==> src/rtl/unified_mem_arbiter_if.sv <==
// unified_mem_arbiter_if
// Bundles the IF-stage fetch port, the MEM-stage load/store port and the
// single-ported memory port of the unified memory arbiter.
//   slave  : the arbiter's view (consumes requests, drives responses/strobes)
//   master : the environment's view (pipeline stages plus memory)
interface unified_mem_arbiter_if #(
  parameter int ADDR_W = 32,
  parameter int DATA_W = 32
);
  logic              if_req;
  logic [ADDR_W-1:0] if_addr;
  logic              if_flush;
  logic [DATA_W-1:0] if_inst;
  logic              if_valid;
  logic              if_stall;

  logic              d_req;
  logic              d_we;
  logic [ADDR_W-1:0] d_addr;
  logic [3:0]        d_be;
  logic [DATA_W-1:0] d_wdata;
  logic [DATA_W-1:0] d_rdata;
  logic              d_valid;
  logic              d_stall;

  logic              mem_req;
  logic              mem_we;
  logic [ADDR_W-1:0] mem_addr;
  logic [3:0]        mem_be;
  logic [DATA_W-1:0] mem_wdata;
  logic [DATA_W-1:0] mem_rdata;

  modport slave (
    input  if_req, if_addr, if_flush,
    input  d_req, d_we, d_addr, d_be, d_wdata,
    input  mem_rdata,
    output if_inst, if_valid, if_stall,
    output d_rdata, d_valid, d_stall,
    output mem_req, mem_we, mem_addr, mem_be, mem_wdata
  );

  modport master (
    output if_req, if_addr, if_flush,
    output d_req, d_we, d_addr, d_be, d_wdata,
    output mem_rdata,
    input  if_inst, if_valid, if_stall,
    input  d_rdata, d_valid, d_stall,
    input  mem_req, mem_we, mem_addr, mem_be, mem_wdata
  );
endinterface

==> src/rtl/unified_mem_arbiter.sv <==
// unified_mem_arbiter
// Shares one fixed-latency, single-ported instruction/data memory between the
// IF and MEM pipeline stages. Each access takes MEM_LAT+2 cycles: a grant
// cycle carrying the memory strobe, MEM_LAT wait cycles ending with the data
// capture, and a one-cycle response. Stalls freeze the requesting stages.
// Build option: define ARB_RR_EN for round-robin arbitration on ties;
// otherwise data requests always win over fetches.
module unified_mem_arbiter #(
  parameter int ADDR_W  = 32,
  parameter int DATA_W  = 32,
  parameter int MEM_LAT = 2
) (
  input logic                  clk,
  input logic                  rst,
  unified_mem_arbiter_if.slave bus
);

  typedef enum logic [1:0] {IDLE, IF_WAIT, D_WAIT, RESP} state_t;

  localparam logic [2:0] CNT_INIT = 3'(MEM_LAT - 1);

  state_t            state;
  logic [2:0]        cnt;
  logic              cur_fetch;
  logic              cur_store;
  logic              cancelled;
  logic [DATA_W-1:0] if_inst_q;
  logic [DATA_W-1:0] d_rdata_q;
  logic              fetch_ok;
  logic              grant_d;
  logic              grant_f;
  logic              if_valid_w;
  logic              d_valid_w;

  // A fetch is only eligible when the front end is not being redirected.
  assign fetch_ok = bus.if_req && !bus.if_flush;

`ifdef ARB_RR_EN
  logic last_fetch;

  // Grant in IDLE; on a tie the requester that did not win last time goes.
  always_comb begin
    grant_d = 1'b0;
    grant_f = 1'b0;
    if (!rst && state == IDLE) begin
      if (bus.d_req && fetch_ok) begin
        grant_d = last_fetch;
        grant_f = !last_fetch;
      end else begin
        grant_d = bus.d_req;
        grant_f = fetch_ok;
      end
    end
  end

  // Remember who won the latest grant; starting as fetch hands the first tie to data.
  always_ff @(posedge clk or posedge rst) begin
    if (rst) begin
      last_fetch <= 1'b1;
    end else if (grant_d || grant_f) begin
      last_fetch <= grant_f;
    end
  end
`else
  // Grant in IDLE with data always taking precedence over fetch.
  always_comb begin
    grant_d = 1'b0;
    grant_f = 1'b0;
    if (!rst && state == IDLE) begin
      grant_d = bus.d_req;
      grant_f = fetch_ok && !bus.d_req;
    end
  end
`endif

  // The memory strobe and its qualifiers exist only in the grant cycle.
  assign bus.mem_req   = grant_d || grant_f;
  assign bus.mem_we    = grant_d && bus.d_we;
  assign bus.mem_addr  = grant_d ? bus.d_addr : (grant_f ? bus.if_addr : '0);
  assign bus.mem_be    = grant_d ? bus.d_be : (grant_f ? 4'b1111 : 4'b0000);
  assign bus.mem_wdata = grant_d ? bus.d_wdata : '0;

  // Response pulses come from the RESP state; a late flush still kills the fetch pulse.
  assign if_valid_w   = (state == RESP) && cur_fetch && !cancelled && !bus.if_flush;
  assign d_valid_w    = (state == RESP) && !cur_fetch;
  assign bus.if_valid = if_valid_w;
  assign bus.d_valid  = d_valid_w;
  assign bus.if_inst  = if_inst_q;
  assign bus.d_rdata  = d_rdata_q;

  // Each stage is held until its own response arrives (or the fetch is flushed).
  assign bus.if_stall = bus.if_req && !if_valid_w && !bus.if_flush;
  assign bus.d_stall  = bus.d_req && !d_valid_w;

  // Access sequencer: grant, count out the memory latency, capture, respond.
  always_ff @(posedge clk or posedge rst) begin
    if (rst) begin
      state     <= IDLE;
      cnt       <= 3'd0;
      cur_fetch <= 1'b0;
      cur_store <= 1'b0;
      cancelled <= 1'b0;
      if_inst_q <= '0;
      d_rdata_q <= '0;
    end else begin
      case (state)
        IDLE: begin
          if (grant_d) begin
            state     <= D_WAIT;
            cnt       <= CNT_INIT;
            cur_fetch <= 1'b0;
            cur_store <= bus.d_we;
            cancelled <= 1'b0;
          end else if (grant_f) begin
            state     <= IF_WAIT;
            cnt       <= CNT_INIT;
            cur_fetch <= 1'b1;
            cur_store <= 1'b0;
            cancelled <= 1'b0;
          end
        end
        IF_WAIT: begin
          if (bus.if_flush) begin
            cancelled <= 1'b1;
          end
          if (cnt == 3'd0) begin
            if (!cancelled && !bus.if_flush) begin
              if_inst_q <= bus.mem_rdata;
            end
            state <= RESP;
          end else begin
            cnt <= cnt - 3'd1;
          end
        end
        D_WAIT: begin
          if (cnt == 3'd0) begin
            if (!cur_store) begin
              d_rdata_q <= bus.mem_rdata;
            end
            state <= RESP;
          end else begin
            cnt <= cnt - 3'd1;
          end
        end
        RESP: begin
          state <= IDLE;
        end
        default: begin
          state <= IDLE;
        end
      endcase
    end
  end

endmodule

==> src/flat_wrapper.sv <==
// flat-port wrapper written by rule: the top's interface ports become plain ports
module unified_mem_arbiter_flat 
#(
  parameter int ADDR_W  = 32,
  parameter int DATA_W  = 32,
  parameter int MEM_LAT = 2
)
  (clk, rst, bus_if_req, bus_if_addr, bus_if_flush, bus_d_req, bus_d_we, bus_d_addr, bus_d_be, bus_d_wdata, bus_mem_rdata, bus_if_inst, bus_if_valid, bus_if_stall, bus_d_rdata, bus_d_valid, bus_d_stall, bus_mem_req, bus_mem_we, bus_mem_addr, bus_mem_be, bus_mem_wdata);
  unified_mem_arbiter_if #(.ADDR_W(ADDR_W), .DATA_W(DATA_W)) bus_i ();
  input logic clk;
  input logic rst;
  input wire logic [$bits(bus_i.if_req)-1:0] bus_if_req;
  input wire logic [$bits(bus_i.if_addr)-1:0] bus_if_addr;
  input wire logic [$bits(bus_i.if_flush)-1:0] bus_if_flush;
  input wire logic [$bits(bus_i.d_req)-1:0] bus_d_req;
  input wire logic [$bits(bus_i.d_we)-1:0] bus_d_we;
  input wire logic [$bits(bus_i.d_addr)-1:0] bus_d_addr;
  input wire logic [$bits(bus_i.d_be)-1:0] bus_d_be;
  input wire logic [$bits(bus_i.d_wdata)-1:0] bus_d_wdata;
  input wire logic [$bits(bus_i.mem_rdata)-1:0] bus_mem_rdata;
  output wire logic [$bits(bus_i.if_inst)-1:0] bus_if_inst;
  output wire logic [$bits(bus_i.if_valid)-1:0] bus_if_valid;
  output wire logic [$bits(bus_i.if_stall)-1:0] bus_if_stall;
  output wire logic [$bits(bus_i.d_rdata)-1:0] bus_d_rdata;
  output wire logic [$bits(bus_i.d_valid)-1:0] bus_d_valid;
  output wire logic [$bits(bus_i.d_stall)-1:0] bus_d_stall;
  output wire logic [$bits(bus_i.mem_req)-1:0] bus_mem_req;
  output wire logic [$bits(bus_i.mem_we)-1:0] bus_mem_we;
  output wire logic [$bits(bus_i.mem_addr)-1:0] bus_mem_addr;
  output wire logic [$bits(bus_i.mem_be)-1:0] bus_mem_be;
  output wire logic [$bits(bus_i.mem_wdata)-1:0] bus_mem_wdata;
  assign bus_i.if_req = bus_if_req;
  assign bus_i.if_addr = bus_if_addr;
  assign bus_i.if_flush = bus_if_flush;
  assign bus_i.d_req = bus_d_req;
  assign bus_i.d_we = bus_d_we;
  assign bus_i.d_addr = bus_d_addr;
  assign bus_i.d_be = bus_d_be;
  assign bus_i.d_wdata = bus_d_wdata;
  assign bus_i.mem_rdata = bus_mem_rdata;
  assign bus_if_inst = bus_i.if_inst;
  assign bus_if_valid = bus_i.if_valid;
  assign bus_if_stall = bus_i.if_stall;
  assign bus_d_rdata = bus_i.d_rdata;
  assign bus_d_valid = bus_i.d_valid;
  assign bus_d_stall = bus_i.d_stall;
  assign bus_mem_req = bus_i.mem_req;
  assign bus_mem_we = bus_i.mem_we;
  assign bus_mem_addr = bus_i.mem_addr;
  assign bus_mem_be = bus_i.mem_be;
  assign bus_mem_wdata = bus_i.mem_wdata;
  unified_mem_arbiter #(.ADDR_W(ADDR_W), .DATA_W(DATA_W), .MEM_LAT(MEM_LAT)) u_core (.clk(clk), .rst(rst), .bus(bus_i));
endmodule
==> config.mk <==
export PLATFORM = sky130hd
export DESIGN_NAME = unified_mem_arbiter_flat
export DESIGN_NICKNAME = d
export VERILOG_FILES = /design/src/rtl/unified_mem_arbiter_if.sv /design/src/rtl/unified_mem_arbiter.sv /design/src/flat_wrapper.sv
export SDC_FILE = /design/constraint.sdc
export NUM_CORES = 1
export LEC_CHECK = 0
export ABC_AREA = 1
export BUFFER_PORTS_ARGS = -buffer_cell sky130_fd_sc_hd__buf_2
export CORE_ASPECT_RATIO = 0.7
export CORE_MARGIN = 3
export CORE_UTILIZATION = 40
export CTS_BUF_LIST = sky130_fd_sc_hd__clkbuf_4
export CTS_CLUSTER_DIAMETER = 30
export CTS_CLUSTER_SIZE = 28
export DETAILED_ROUTE_END_ITERATION = 6
export PLACE_DENSITY = 0.78
export SYNTH_ARGS = -nofsm -noshare
export SYNTH_HDL_FRONTEND = slang
export SYNTH_SLANG_ARGS = --single-unit
==> constraint.sdc <==
create_clock -name clk -period 3.45 [get_ports clk]
set_clock_uncertainty 0.2 [all_clocks]
set_input_delay 0.69 -clock clk [delete_from_list [all_inputs] [get_ports clk]]
set_output_delay 0.69 -clock clk [all_outputs]
set_load 0.03 [all_outputs]
==> flow_metrics.tcl <==
set metrics [dict create \
    status "complete, no violations" \
    pre_cts_ws_ns 0.471 \
    yosys_warnings 0 \
    ff2ff_setup_slack_ns 1.31 \
    post-route-min-period_ns 3.17 \
    grt_start_max_net_pins 73 \
    dieWidth_um 125 \
    gp_congestion 1.02 \
    cp_max_fo 19 \
    dr.pass1.iters 4 \
    drc 0 \
    drt_iter0_drc 174 \
    hold_class "flip-flop to flip-flop" \
    crit_type "flip-flop to output pin" \
    final_cell_mix "buf_2, nand2_1, inv_1" \
    synth_seq_cells 72 \
    cap_violations 0 \
    overflow 0 \
    clock_latency_ns 0.40 \
    antenna_found_initial 0 \
    vias_per_cell 4.54 \
    setup_violations 0 \
    yosysTopAreaCellShare 0.456 \
    diodes 0 \
    critPathTopFamily "simple AND/OR/NAND/NOR gates" \
    crit_path_max_incr_delay_ns 0.44 \
    ant_nets 0 \
    end_kind "output pin" \
    yosysSeqAreaShare 0.456 \
    fin_setup_tns_ns 0 \
    fin_util 0.584 \
    vias 4030 \
    drive_gt1_frac 0.471 \
    cts_made_buffers 9 \
    ir_drop_v 0.000544 \
    wl_per_cell_um 14.5 \
    clk_pin_slew_ns 0.12 \
    root_buffer "clkbuf_4" \
    arrival_ns 2.28 \
    cp_num_buf_inv 3 \
    final_common_cell "buf_2" \
    finalCritPeriodShare 0.919 \
    cts_setup_buffers 0 \
    power_density_nw_per_um2 815 \
    startpoint_type "flip-flop" \
    worst_slack_ns 0.279 \
    grt_usage 0.215 \
    yosys-top-cells-area "dfrtp_1, nand2_1, o21ai_2" \
    ys_types 24 \
    relSlewSlack 0.406 \
    hold_viol_final 0 \
    synth_area_leader_cell "dfrtp_1" \
    synth_nets 637 \
    worst_pin_slew_ns 0.891 \
    fmax_mhz 315 \
    routed_wl_um 12900 \
    initial_core_util 0.424 \
    die_area_um2 11100 \
    cts.sinks 72 \
    worstPathRequired_ns 2.56 \
    rsz0062_at_grt "false" \
    hpwl_um 10100 \
    drv_slew 0 \
    avgSynthCellArea_um2 8.04 \
    clockBufferDepth 2 \
    cts_tree "done" \
    cp_cell_sequence "inv_1 > ha_1 > inv_2 > nor2_4 > nand3_4 > o21ai_0 > buf_2" \
    area_growth_pct 37.7 \
    cts_resized 0 \
    power.leakage_nw 3.47 \
    port-buffer-count 275 \
    nNetsFinal 904 \
    rows 29 \
    die_h_um 89.2 \
    fillers 865 \
    syn_inst 492 \
    syn-cell-area_um2 3950 \
    htreeDepth 3 \
    crit_path_top_delay_cell "dfrtp_1" \
    core_area_um2 9330 \
    grt_pass1_vias 3779 \
    hold_buffers 0 \
    grt_pass1_wl_um 19400 \
    ioPinCount 276 \
]
==> where the power goes <==
group	leakage [nW]	internal (W)	total (W)	switching, W
clock	0.0698	0.000148	0.000455	0.000307
combinational	2.51	0.000738	0.00252	0.00178
sequential	0.888	0.00124	0.00146	0.000219
total	3.47	0.00213	0.00444	0.00231
==> area by class of cell <==
cell class / instances / area [um2] / area share
repair buffers: 277 / 1390 / 0.256
multi-input cells: 284 / 1550 / 0.285
well taps: 124 / 155 / 0.0285
inverters: 115 / 432 / 0.0793
clock inverters: 7 / 46.3 / 0.00851
clock buffers: 9 / 67.6 / 0.0124
flip-flops and latches: 72 / 1800 / 0.331
==> state kept, by name (all words and copies together), names as in the netlist <==
name,count
u_core.state,2
u_core.cancelled,1
u_core.bus.if_inst,32
u_core.cnt,3
u_core.cur_fetch,1
u_core.cur_store,1
u_core.bus.d_rdata,32
==> kinds of logic (layout without fill, tap and decap cells) <==
logic type	count (synthesis)	after routing	share of synthesized area
simple gates	170	171	0.183
flops	72	72	0.456
fa+ha+maj	7	7	0.0222
compound gates	106	106	0.182
buf+inv	137	408	0.157
==> worst paths after layout <==
check,end,startpoint,cells past startpoint
max,bus_mem_addr[31],u_core.state[1],7
min,u_core.cnt[0],u_core.cnt[0],1
max reg2reg,u_core.bus.if_inst[3],u_core.cnt[0],6
min reg2reg,u_core.cnt[0],u_core.cnt[0],1
max in group asynchronous,u_core.bus.if_inst[9],rst,3
min in group asynchronous,u_core.state[0],rst,3
==> through the flow <==
step | cell area [um2] | cells | power, W | hold WS, ns
2_1_floorplan | 3950 | 492 | 0.00328 | 0.245
3_3_place_gp | 5310 | 871 | 0.00394 | 0.262
3_5_place_dp | 5310 | 871 | 0.00401 | 0.263
4_1_cts | 5430 | 887 | 0.00448 | 0.284
5_1_grt | 5440 | 888 | 0.00477 | 0.305
6_report | 5440 | 888 | 0.00444 | 0.279
==> per-layer routing <==
metal  vias up  GRT usage  routed length [um]
li1       2017          -                   -
met1      1834      0.255                5080
met2       160      0.376                6380
met3        19     0.0788                1210
met4         0     0.0659                 231
met5         -          0                   0
==> Yosys cell counts <==
cell / n
nand3_1: 2
ha_1: 7
buf_2: 7
o21ai_1: 44
nor2_2: 2
buf_6: 11
nand2_2: 4
inv_2: 4
inv_1: 111
o21bai_1: 1
nor2_4: 1
o21ai_0: 10
a21boi_0: 1
nor4_1: 1
o22ai_1: 1
or2_2: 1
nor2_1: 35
nand3_4: 3
buf_4: 4
dfrtp_1: 72
nand3_2: 2
nor3_1: 1
o21ai_2: 49
nand2_1: 118
(Power assumes the default switching activity.)
